[src/rtl/riscv_test_monitor.sv]
// Test-completion monitor: decodes tohost writes, detects self-loop halts and timeouts,
// and keeps a first-word-fall-through log of every store observed while running.
module riscv_test_monitor #(
    parameter int unsigned        DATA_W      = 32,
    parameter logic [DATA_W-1:0]  TOHOST_ADDR = 32'h0000_1000,
    parameter int unsigned        TIMEOUT     = 50000,
    parameter int unsigned        HALT_CYCLES = 8,
    parameter int unsigned        LOG_DEPTH   = 16
) (
    input  logic                       clk,
    input  logic                       reset,
    input  logic [DATA_W-1:0]          pc,
    input  logic                       mem_write,
    input  logic [DATA_W-1:0]          data_addr,
    input  logic [DATA_W-1:0]          write_data,
    input  logic                       log_rd_en,
    output logic                       done,
    output logic                       pass,
    output logic                       fail,
    output logic [DATA_W-2:0]          fail_code,
    output logic                       halted,
    output logic                       timed_out,
    output logic [31:0]                cycle_count,
    output logic [31:0]                store_count,
    output logic                       log_valid,
    output logic [DATA_W-1:0]          log_addr,
    output logic [DATA_W-1:0]          log_data,
    output logic [$clog2(LOG_DEPTH):0] log_level,
    output logic                       log_overflow
);

    localparam int unsigned PtrW  = $clog2(LOG_DEPTH);
    localparam int unsigned LvlW  = PtrW + 1;
    localparam int unsigned HaltW = $clog2(HALT_CYCLES + 1);

    localparam logic [LvlW-1:0]  LogFull     = LvlW'(LOG_DEPTH);
    localparam logic [HaltW-1:0] HaltMax     = HaltW'(HALT_CYCLES);
    localparam logic [31:0]      TimeoutLast = 32'(TIMEOUT - 1);

    typedef enum logic [2:0] {StRun, StPass, StFail, StHalt, StTimeout} state_e;

    state_e              r_state, w_state_next;
    logic [DATA_W-2:0]   r_fail_code;
    logic [DATA_W-1:0]   r_pc_prev;
    logic                r_pc_valid;
    logic [HaltW-1:0]    r_halt_cnt;
    logic [31:0]         r_cycle_count;
    logic [31:0]         r_store_count;

    logic [DATA_W-1:0]   r_log_addr [LOG_DEPTH];
    logic [DATA_W-1:0]   r_log_data [LOG_DEPTH];
    logic [PtrW-1:0]     r_wr_ptr, r_rd_ptr;
    logic [LvlW-1:0]     r_level;
    logic                r_overflow;

    logic w_run, w_tohost_hit, w_tohost_pass;
    logic w_push_req, w_push, w_pop, w_full;

    assign w_run         = (r_state == StRun);
    // Only odd tohost values terminate; even values are ignored entirely.
    assign w_tohost_hit  = mem_write && (data_addr == TOHOST_ADDR) && write_data[0];
    assign w_tohost_pass = (write_data == DATA_W'(1));

    always_comb begin
        w_state_next = r_state;
        if (w_run) begin
            if (w_tohost_hit) begin
                w_state_next = w_tohost_pass ? StPass : StFail;
            end else if (r_halt_cnt == HaltMax) begin
                w_state_next = StHalt;
            end else if ((TIMEOUT != 0) && (r_cycle_count == TimeoutLast)) begin
                w_state_next = StTimeout;
            end
        end
    end

    always_ff @(posedge clk) begin
        if (reset) begin
            r_state       <= StRun;
            r_fail_code   <= '0;
            r_cycle_count <= '0;
            r_store_count <= '0;
        end else begin
            r_state <= w_state_next;
            if (w_run && w_tohost_hit && !w_tohost_pass) begin
                r_fail_code <= write_data[DATA_W-1:1];
            end
            if (w_run) begin
                r_cycle_count <= r_cycle_count + 32'd1;
                if (mem_write) begin
                    r_store_count <= r_store_count + 32'd1;
                end
            end
        end
    end

    // Counter holds the number of consecutive cycles spent at the current PC.
    always_ff @(posedge clk) begin
        if (reset) begin
            r_pc_prev  <= '0;
            r_pc_valid <= 1'b0;
            r_halt_cnt <= '0;
        end else begin
            r_pc_prev  <= pc;
            r_pc_valid <= 1'b1;
            if (r_pc_valid && (pc == r_pc_prev)) begin
                if (r_halt_cnt != HaltMax) begin
                    r_halt_cnt <= r_halt_cnt + 1'b1;
                end
            end else begin
                r_halt_cnt <= HaltW'(1);
            end
        end
    end

    assign w_push_req = w_run && mem_write;
    assign w_pop      = log_rd_en && (r_level != '0);
    assign w_full     = (r_level == LogFull);
    // A simultaneous pop frees the slot, so a push into a full log still lands.
    assign w_push     = w_push_req && (!w_full || w_pop);

    always_ff @(posedge clk) begin
        if (!reset && w_push) begin
            r_log_addr[r_wr_ptr] <= data_addr;
            r_log_data[r_wr_ptr] <= write_data;
        end
    end

    always_ff @(posedge clk) begin
        if (reset) begin
            r_wr_ptr   <= '0;
            r_rd_ptr   <= '0;
            r_level    <= '0;
            r_overflow <= 1'b0;
        end else begin
            if (w_push) begin
                r_wr_ptr <= r_wr_ptr + 1'b1;
            end
            if (w_pop) begin
                r_rd_ptr <= r_rd_ptr + 1'b1;
            end
            if (w_push && !w_pop) begin
                r_level <= r_level + 1'b1;
            end else if (!w_push && w_pop) begin
                r_level <= r_level - 1'b1;
            end
            if (w_push_req && !w_push) begin
                r_overflow <= 1'b1;
            end
        end
    end

    assign done         = !w_run;
    assign pass         = (r_state == StPass);
    assign fail         = (r_state == StFail);
    assign halted       = (r_state == StHalt);
    assign timed_out    = (r_state == StTimeout);
    assign fail_code    = r_fail_code;
    assign cycle_count  = r_cycle_count;
    assign store_count  = r_store_count;
    assign log_valid    = (r_level != '0);
    assign log_addr     = r_log_addr[r_rd_ptr];
    assign log_data     = r_log_data[r_rd_ptr];
    assign log_level    = r_level;
    assign log_overflow = r_overflow;

endmodule

[config.mk]
export PLATFORM = sky130hd
export DESIGN_NAME = riscv_test_monitor
export DESIGN_NICKNAME = d
export VERILOG_FILES = /design/src/rtl/riscv_test_monitor.sv
export SDC_FILE = /design/constraint.sdc
export NUM_CORES = 1
export LEC_CHECK = 0
export CAP_MARGIN = 15
export CORE_MARGIN = 5
export CORE_UTILIZATION = 66
export CTS_BUF_LIST = sky130_fd_sc_hd__clkbuf_4
export DETAILED_ROUTE_END_ITERATION = 8
export DONT_BUFFER_PORTS = 1
export PLACE_DENSITY = 0.82
export SYNTH_ARGS = -nofsm -noshare
export SYNTH_HDL_FRONTEND = slang
export SYNTH_SLANG_ARGS = --single-unit
[constraint.sdc]
create_clock -name clk -period 9.85 [get_ports clk]
set_clock_uncertainty 0.1 [all_clocks]
set_input_delay 0.985 -clock clk [delete_from_list [all_inputs] [get_ports clk]]
set_output_delay 0.985 -clock clk [all_outputs]
set_load 0.05 [all_outputs]
# Word level (Yosys, flattened, before mapping)

Memory sizes are Yosys's and may differ from the RTL's. A register that Yosys moved wholly into a read port is not among the register bits.
Cells that the tools add are included.

Register bits: 149
Memory bits (writable): 1024
Word-level logic and storage cells: 75
Memories: 2

Add/sub/neg operators: 7
Eq/ne operators: 12
Muxes and demuxes: 15
Bitwise logic cells: 1
Reduce and logical (&&, ||, !) cells: 26

Memories:

| name       | words | bits a word | rd ports | clocked after Yosys merged registers in | wr ports | line | text |
|---|---|---|---|---|---|---|---|
| r_log_addr | 16    | 32          | 1        | 1                                       | 1        | 50   | `logic [DATA_W-1:0] r_log_addr [LOG_DEPTH];` |
| r_log_data | 16    | 32          | 1        | 1                                       | 1        | 51   | `logic [DATA_W-1:0] r_log_data [LOG_DEPTH];` |

Operators with widths:

| kind                    | count |
|---|---|
| $add A32 B1 Y32 const B | 2 |
| $eq A32 B1 Y1 const B   | 1 |
| $eq A32 B13 Y1 const B  | 1 |
| $eq A32 B16 Y1 const B  | 1 |
| $eq A32 B32 Y1          | 1 |
| $mux W4                 | 4 |
| $add A4 B1 Y4 const B   | 3 |
| $logic_and A1 B1 Y1     | 12 |
| $mux W5                 | 2 |
| $mux W3                 | 3 |
| $eq A3 B2 Y1 const B    | 2 |
| $logic_not A1 Y1        | 6 |
| $add A5 B1 Y5 const B   | 1 |
| $eq A5 B5 Y1 const B    | 1 |
| $mux W1                 | 5 |
| $reduce_bool A5 Y1      | 1 |
| $sub A5 B1 Y5 const B   | 1 |
| $eq A4 B4 Y1 const B    | 1 |
| $ne A4 B4 Y1 const B    | 1 |
| $reduce_and A2 Y1       | 2 |
| $eq A3 B1 Y1 const B    | 1 |
| $eq A3 B3 Y1 const B    | 1 |
| $logic_not A3 Y1        | 1 |
| $reduce_bool A3 Y1      | 1 |
| other kinds (6)         | 6 |

# Longest topological paths before layout

Gate-level depths: netlist of run 1.

Depth in word-level cells: 8
Gate-level depth with buffers: 12
Mapped depth without buffers: 11

# Least setup slack after synthesis of run 1

No wires, ideal clock.

Path kind: input -> register
Start: input port mem_write
End: memory r_log_addr[3][0] (enable)
Arrival time: 6.657 ns
Path slack: 2.528 ns
Stages on the path: 6
Path buffers: 1
Cell sequence: nor4b_1 > o31a_1 > clkbuf_1 > and2_1 > nand2_1 > nor3_1

Longest elaborated chain between the ends: 5

RTL lines:

| element                       | line | text |
|---|---|---|
| start: declaration            | 13   | `input logic mem_write,` |
| $logic_and A1 B1 Y1           | 116  | `assign w_push_req = w_run && mem_write;` |
| $logic_and A1 B1 Y1           | 120  | `assign w_push = w_push_req && (!w_full \|\| w_pop);` |
| $logic_and A1 B1 Y1           | 123  | `if (!reset && w_push) begin` |
| $mux W1                       | 123  |  |
| $mux W1 (implied by the code) | 124  | `r_log_addr[r_wr_ptr] <= data_addr;` |
| end: declaration              | 50   |  |

Every way passes these cells.

==> run metrics, run 1 <==
status=finished clean; Synth top area share=68.23%; CP endpoint kind=primary output; First DRT Iteration DRCs=around 2,500; synth unique cells=47; final setup vio count=0; setup tns final=0 ns; Initial Utilization=66.87%; FF-to-FF setup slack=5.49 ns; total gr overflow=0; most common cell after layout, fill and taps aside=edfxtp_1; top_reg_cell synth=edfxtp_1; Crit path required time=8.77 ns; Final Max Tran Viols=0; Worst slew margin=18.90%; CTS Sinks=around 1,200; Buf+Inv Stages, Crit Path=1; Hold Path Sink=cycle_count[22]$_SDFFE_PP0N_; Yosys warnings=0; Die ar.=73,610 um^2; Die H=~270 um; Seq/Total Area, Yosys=about 75%; Hold Path Stages=2; fin crit share=between 50% and 60%; ranking of synthesized cells by area=edfxtp_1, mux4_2, dfxtp_1, xor2_1, nor2_1; syn_nets=2,322; GRT met2 Usage=~50%; Synth Register Bits=1,177; PostCTS Resize Cnt=0; Slew @ Worst Pin=1.217 ns; register area=33,830 um^2; synthesized cell area=45,070 um^2; met3 GRT Util=under 10%; footprint of the multi-input gates=10,870 um^2; gp weighted congestion=0.7992; initial antenna violation count=11; final core utilization=75.23%; DP HPWL=56,410 um; # Max-Cap Violations=0; first-pass GRT wire length=around 160,000 um; Post-Route WL=108,000 um; Sw Share=27.80%; Worst path slowest cell=dfxtp_4; Reg clk slew, reported paths=0.07 ns; peak-usage layer in the global routing report=met2; CTS tree=done; fill count=roughly 3,500; fmax=0.1906 GHz; r2r startpoint=r_state[1]$_SDFFE_PP0P_; GRT Util Overall=29.74%; largest area contributor in the netlist=edfxtp_1; syn avg cell area=~20 um^2; most frequent cells in the layout=edfxtp_1, clkbuf_4, mux4_2; Post-synth EDFFs=roughly 1,000; CTS H-tree depth=5; total power=11.76 mW; crit path DAT=4.16 ns; area delta synth->final=12.50%; Power Dens Cells=232.0 nW/um^2; Reg2Reg Depth=6; final-report hold violation count=0; CTS root buffer=clkbuf_4; Pleak=15.96 nW; nets@finish=2,638; WL/cell=29.95 um; cell internal pwr=8.492 mW; most frequent CP cell=mux4_2; sequential share of power=around 48%; Critical Path, Cell by Cell=buf_12 -> mux4_2 -> mux4_2; DRC=0; critical path's top delay family=multiplexers; vias in the first global route=25,314; largest net degree at the start of global routing=151; Max Root-Sink Buffers=4; Post-DRT Antenna Nets=0; via count=~24,000; Cell Rows=95; power share of the clock group=32.9%; share of cells above drive strength 1=30.38%; hold wc startpoint=reset; VDD IR max=0.1816 mV; CP peak stage delay=0.77 ns; DRT Pass-1 Iters=5; Async SR Flop Fraction=0%; CTS Buf Count=roughly 300; synthesized instance count=2,207; clk_lat worst skew=1.13 ns; Psw=3.270 mW; Vias/cell=6.632; grt met1 use=between 30% and 40%; Core Region=approximately 67,000 um^2; port bufs=0; critical path class=reg -> out; crit path time final=5.246 ns; Comb pwr share=around 19%; crit path max fanout=120; die width=approximately 270 um; HP Class=in -> reg; RSZ-0062 raised after global routing=false; Worst Setup Start Kind=flip-flop; io pins=271; r2r endpoint=r_log_data[15][27]$_DFFE_PP_
[stage by stage]
stage               setup slack [ns]  cells  area, um^2  hold slack [ns]
floorplan                      2.528   2207       45070           0.3678
global placement               5.057   2996       46130           0.3699
detailed placement             4.946   2996       46130           0.3882
CTS                            4.472   3588       50630          0.02116
global route                   4.277   3593       50670          0.03876
finish                         4.604   3606       50700          0.09075
[cells in the mapped netlist (all sizes together), types with 5 or more instances]
| master | number |
|---|---|
| edfxtp | 1024 |
| mux4 | 320 |
| dfxtp | 153 |
| nor2 | 94 |
| clkbuf | 79 |
| nand3 | 54 |
| a21oi | 51 |
| xor2 | 48 |
| nand2 | 47 |
| o21ai | 40 |
| nor2b | 39 |
| xnor2 | 38 |
| buf | 35 |
| nor4 | 30 |
| nand4 | 24 |
| inv | 19 |
| ha | 14 |
| nor3 | 14 |
| or3 | 14 |
| or4 | 13 |
| and4 | 10 |
| mux2 | 7 |
| nor4b | 5 |
[worst max-delay path by stage]
stage                     slack (ns)  cells after the start      start                           to
after global routing            4.28                      3  flip-flop                  log_data[0]
final                           4.60                      3  flip-flop                  log_data[0]
after global placement          5.06                      6  mem_write   r_log_addr[7][4]$_DFFE_PP_
after CTS                       4.47                      3  flip-flop                 log_addr[27]
after detailed placement        4.95                      6  mem_write  r_log_data[7][31]$_DFFE_PP_
after floorplan                 2.53                      6  mem_write   r_log_addr[3][0]$_DFFE_PP_
[per-layer routing]
| metal | vias up | routed length, um |
|---|---|---|
| li1 | 9862 | - |
| met1 | 12346 | 37590 |
| met2 | 1444 | 55990 |
| met3 | 259 | 10840 |
| met4 | 4 | 3537 |
| met5 | - | 27 |
[repair_timing]
action,CTS,global route
endpoints found under the hold margin,1169,0
buffers inserted,0,0
hold buffers,99,0
[state kept, by name, summed over array words and instances, names as in the netlist, named ones only]
name          cells
cycle_count      32
fail_code        31
log_level         5
log_overflow      1
r_halt_cnt        4
r_log_addr      512
r_log_data      512
r_pc_prev        32
r_pc_valid        1
r_rd_ptr          4
r_state           3
r_wr_ptr          4
store_count      32
[power by group through the flow]
stage / Clock [mW] / Combinational, mW / Sequential (mW)
2_1_floorplan: 0 / 1.87 / 5.66
3_3_place_gp: 0 / 2.16 / 5.73
3_5_place_dp: 0 / 2.19 / 5.74
4_1_cts: 3.94 / 2.30 / 5.63
5_1_grt: 4.25 / 2.40 / 5.63
6_report: 3.87 / 2.27 / 5.62
[final cells by class]
type                       count  share of cell area, %
antenna                       17                0.08390
clock buffer                 416                  6.159
clock inverter                77                 0.7403
inverter                      20                 0.1481
multi-input combinational    896                  21.44
sequential                  1177                  66.72
tap                          873                  2.154
timing repair buffer         130                  2.561
[worst register-to-register path, cell delays in order (launching register included)]
cell and delay, ns:
dfxtp_1 0.39, nor4b_1 0.80, o31a_1 0.59, and2_1 0.27, nand2_1 0.23, nor2_4 0.68
buf_4 0.83
[logic make-up after synthesis]
group / synth area share, %
flops: 75.02
simple gates: 4.347
mux: 16.19
buf+inv: 1.158
compound gates: 1.180
xor+xnor: 1.671
fa+ha+maj: 0.4331
No activity file was read; power rests on OpenSTA's default activity.
==> run 2: changes to the inputs <==
==> constraint.sdc (replaced) <==
create_clock -name clk -period 4.9 [get_ports clk]
set_clock_uncertainty 0.1 [all_clocks]
set_input_delay 0.49 -clock clk [delete_from_list [all_inputs] [get_ports clk]]
set_output_delay 0.49 -clock clk [all_outputs]
set_load 0.05 [all_outputs]
==> run metrics, run 2 (synthesized netlist as in run 1, its figures left out) <==
crit path DAT=5.47 ns; r2r startpoint=log_level[0]$_SDFFE_PP0P_; gp weighted congestion=0.7848; number of instances in the placed design=3,018; DRT Pass-1 Iters=5; fin crit share=roughly 93%; CTS H-tree depth=5; status=finished clean; worst hold slack=0.1544 ns; first-pass GRT wire length=161,800 um; Crit path required time=5.82 ns; Largest regs=r_log_addr x512, r_log_data x512; io pins=271; share of cells above drive strength 1=30.62%; Post-Route WL=between 100,000 and 150,000 um; post-route insts no fill=3,656; most frequent cells in the layout=edfxtp_1, clkbuf_4, mux4_2; final-report hold violation count=0; Pleak=16.32 nW; Initial Utilization=66.87%; Hold Path Stages=6; fmax=approximately 0.22 GHz; crit path to=fail_code[26]$_SDFFE_PP0P_; final setup vio count=0; Final Max Tran Viols=0; Worst slew margin=31.66%; WL/cell=29.63 um; GRT Util Overall=29.79%; CP endpoint kind=flip-flop; RSZ-0062 raised after global routing=false; CP Launch Point=data_addr[4]; crit path max fanout=31; total power=23.73 mW; Die ar.=73,610 um^2; CTS tree=done; critical path class=in -> reg; largest net degree at the start of global routing=155; Cell Rows=95; die width=271.3 um; port bufs=0; most common cell after layout, fill and taps aside=edfxtp_1; First DRT Iteration DRCs=2,707; Reg clk slew, reported paths=0.07 ns; CTS Buf Count=around 300; Worst Setup Start Kind=primary input; total gr overflow=0; VDD IR max=between 0.3 and 0.4 mV; via count=24,253; nets@finish=2,711; Die H=between 200 and 300 um; postcts setup bufs=0; Post-DRT Antenna Nets=0; CTS Sinks=~1,200; Core Region=67,400 um^2; Max Root-Sink Buffers=4; clk_lat worst skew=between 1 and 1.5 ns; r2r endpoint=log_level[4]$_SDFFE_PP0P_; # Max-Cap Violations=0; Slew @ Worst Pin=1.016 ns; crit path time final=4.549 ns; Reg2Reg Depth=10; Power Dens Cells=461.0 nW/um^2; FF-to-FF setup slack=1.21 ns; Vias/cell=6.634; HP Class=in -> reg; area delta synth->final=14.19%; DP HPWL=58,370 um; DRC=0; initial antenna violation count=5; CTS root buffer=clkbuf_4; vias in the first global route=25,813
==> run 2: changes by cell type in the layout (fill, tap and decap cells not counted), sizes merged <==
cell         previous run  this run
diode                  17         4
dlygate4sd3            98       146
clkbuf                416       421
bufinv                  3         2
inv                    26        24
clkinv                 68        60
buf                    32        53
==> run 2: worst min path at each step <==
| stage | startpoint | endpoint | slack [ns] |
|---|---|---|---|
| after floorplan | r_rd_ptr[1]$_SDFFE_PP0N_ | flip-flop | 0.37 |
| after global placement | r_halt_cnt[3]$_SDFFE_PP0N_ | r_halt_cnt[3]$_SDFFE_PP0N_ | 0.39 |
| after detailed placement | r_rd_ptr[1]$_SDFFE_PP0N_ | flip-flop | 0.40 |
| after CTS | log_rd_en | log_overflow$_SDFFE_PP0P_ | 0.007 |
| after global routing | write_data[24] | fail_code[28]$_SDFFE_PP0P_ | 0.12 |
| final | write_data[24] | fail_code[6]$_SDFFE_PP0P_ | 0.15 |
==> run 2: where the power goes <==
part	internal, mW	total [mW]	switching [mW]
Clock	4.04	7.73	3.69
Combinational	2.07	4.73	2.66
Sequential	11.0	11.3	0.227
Total	17.1	23.7	6.59
==> run 2: through the flow <==
stage | setup WS [ns] | util, % | TNS [ns] | area, um^2
2_1_floorplan | -0.2093 | - | -157.35 | 45090
3_3_place_gp | 1.241 | 68.98 | 0 | 46490
3_5_place_dp | 1.201 | 68.98 | 0 | 46490
5_1_grt | 0.3611 | 76.37 | 0 | 51470
6_report | 0.3509 | 76.37 | 0 | 51470
4_1_cts | 0.4862 | 76.35 | 0 | 51460
==> run 2: area by class of cell <==
type,count,area (um^2)
timing repair buffer,199,2092
antenna,4,10.01
sequential,1177,33830
inverter,20,75.07
clock inverter,66,315.3
clock buffer,421,3161
fill,3423,15930
tap,873,1092
multi-input combinational,896,10890
==> run 2: layer usage <==
layer | part of all wire, % | track usage (%)
met1 | 35 | 38.94
met2 | 51 | 49.27
met3 | 11 | 8.742
met4 | 2.5 | 9.910
met5 | 0.012 | 0
==> run 2: worst max-delay path: stages <==
cell and delay, ns:
dlygate4sd3_1 0.78, nor2_1 0.22, dlygate4sd3_1 0.58, nand2_1 0.07, dlygate4sd3_1 0.59, nor3_2 0.21
dlygate4sd3_1 0.59, buf_4 0.41, nand3_1 0.14, dlygate4sd3_1 0.61, a21oi_1 0.17, dlygate4sd3_1 0.58
==> run 2: repair_timing <==
| item | CTS | global route |
|---|---|---|
| resized for setup | 0 | 0 |
| hold buffers | 147 | 0 |
| endpoints found under the hold margin | 1177 | 0 |
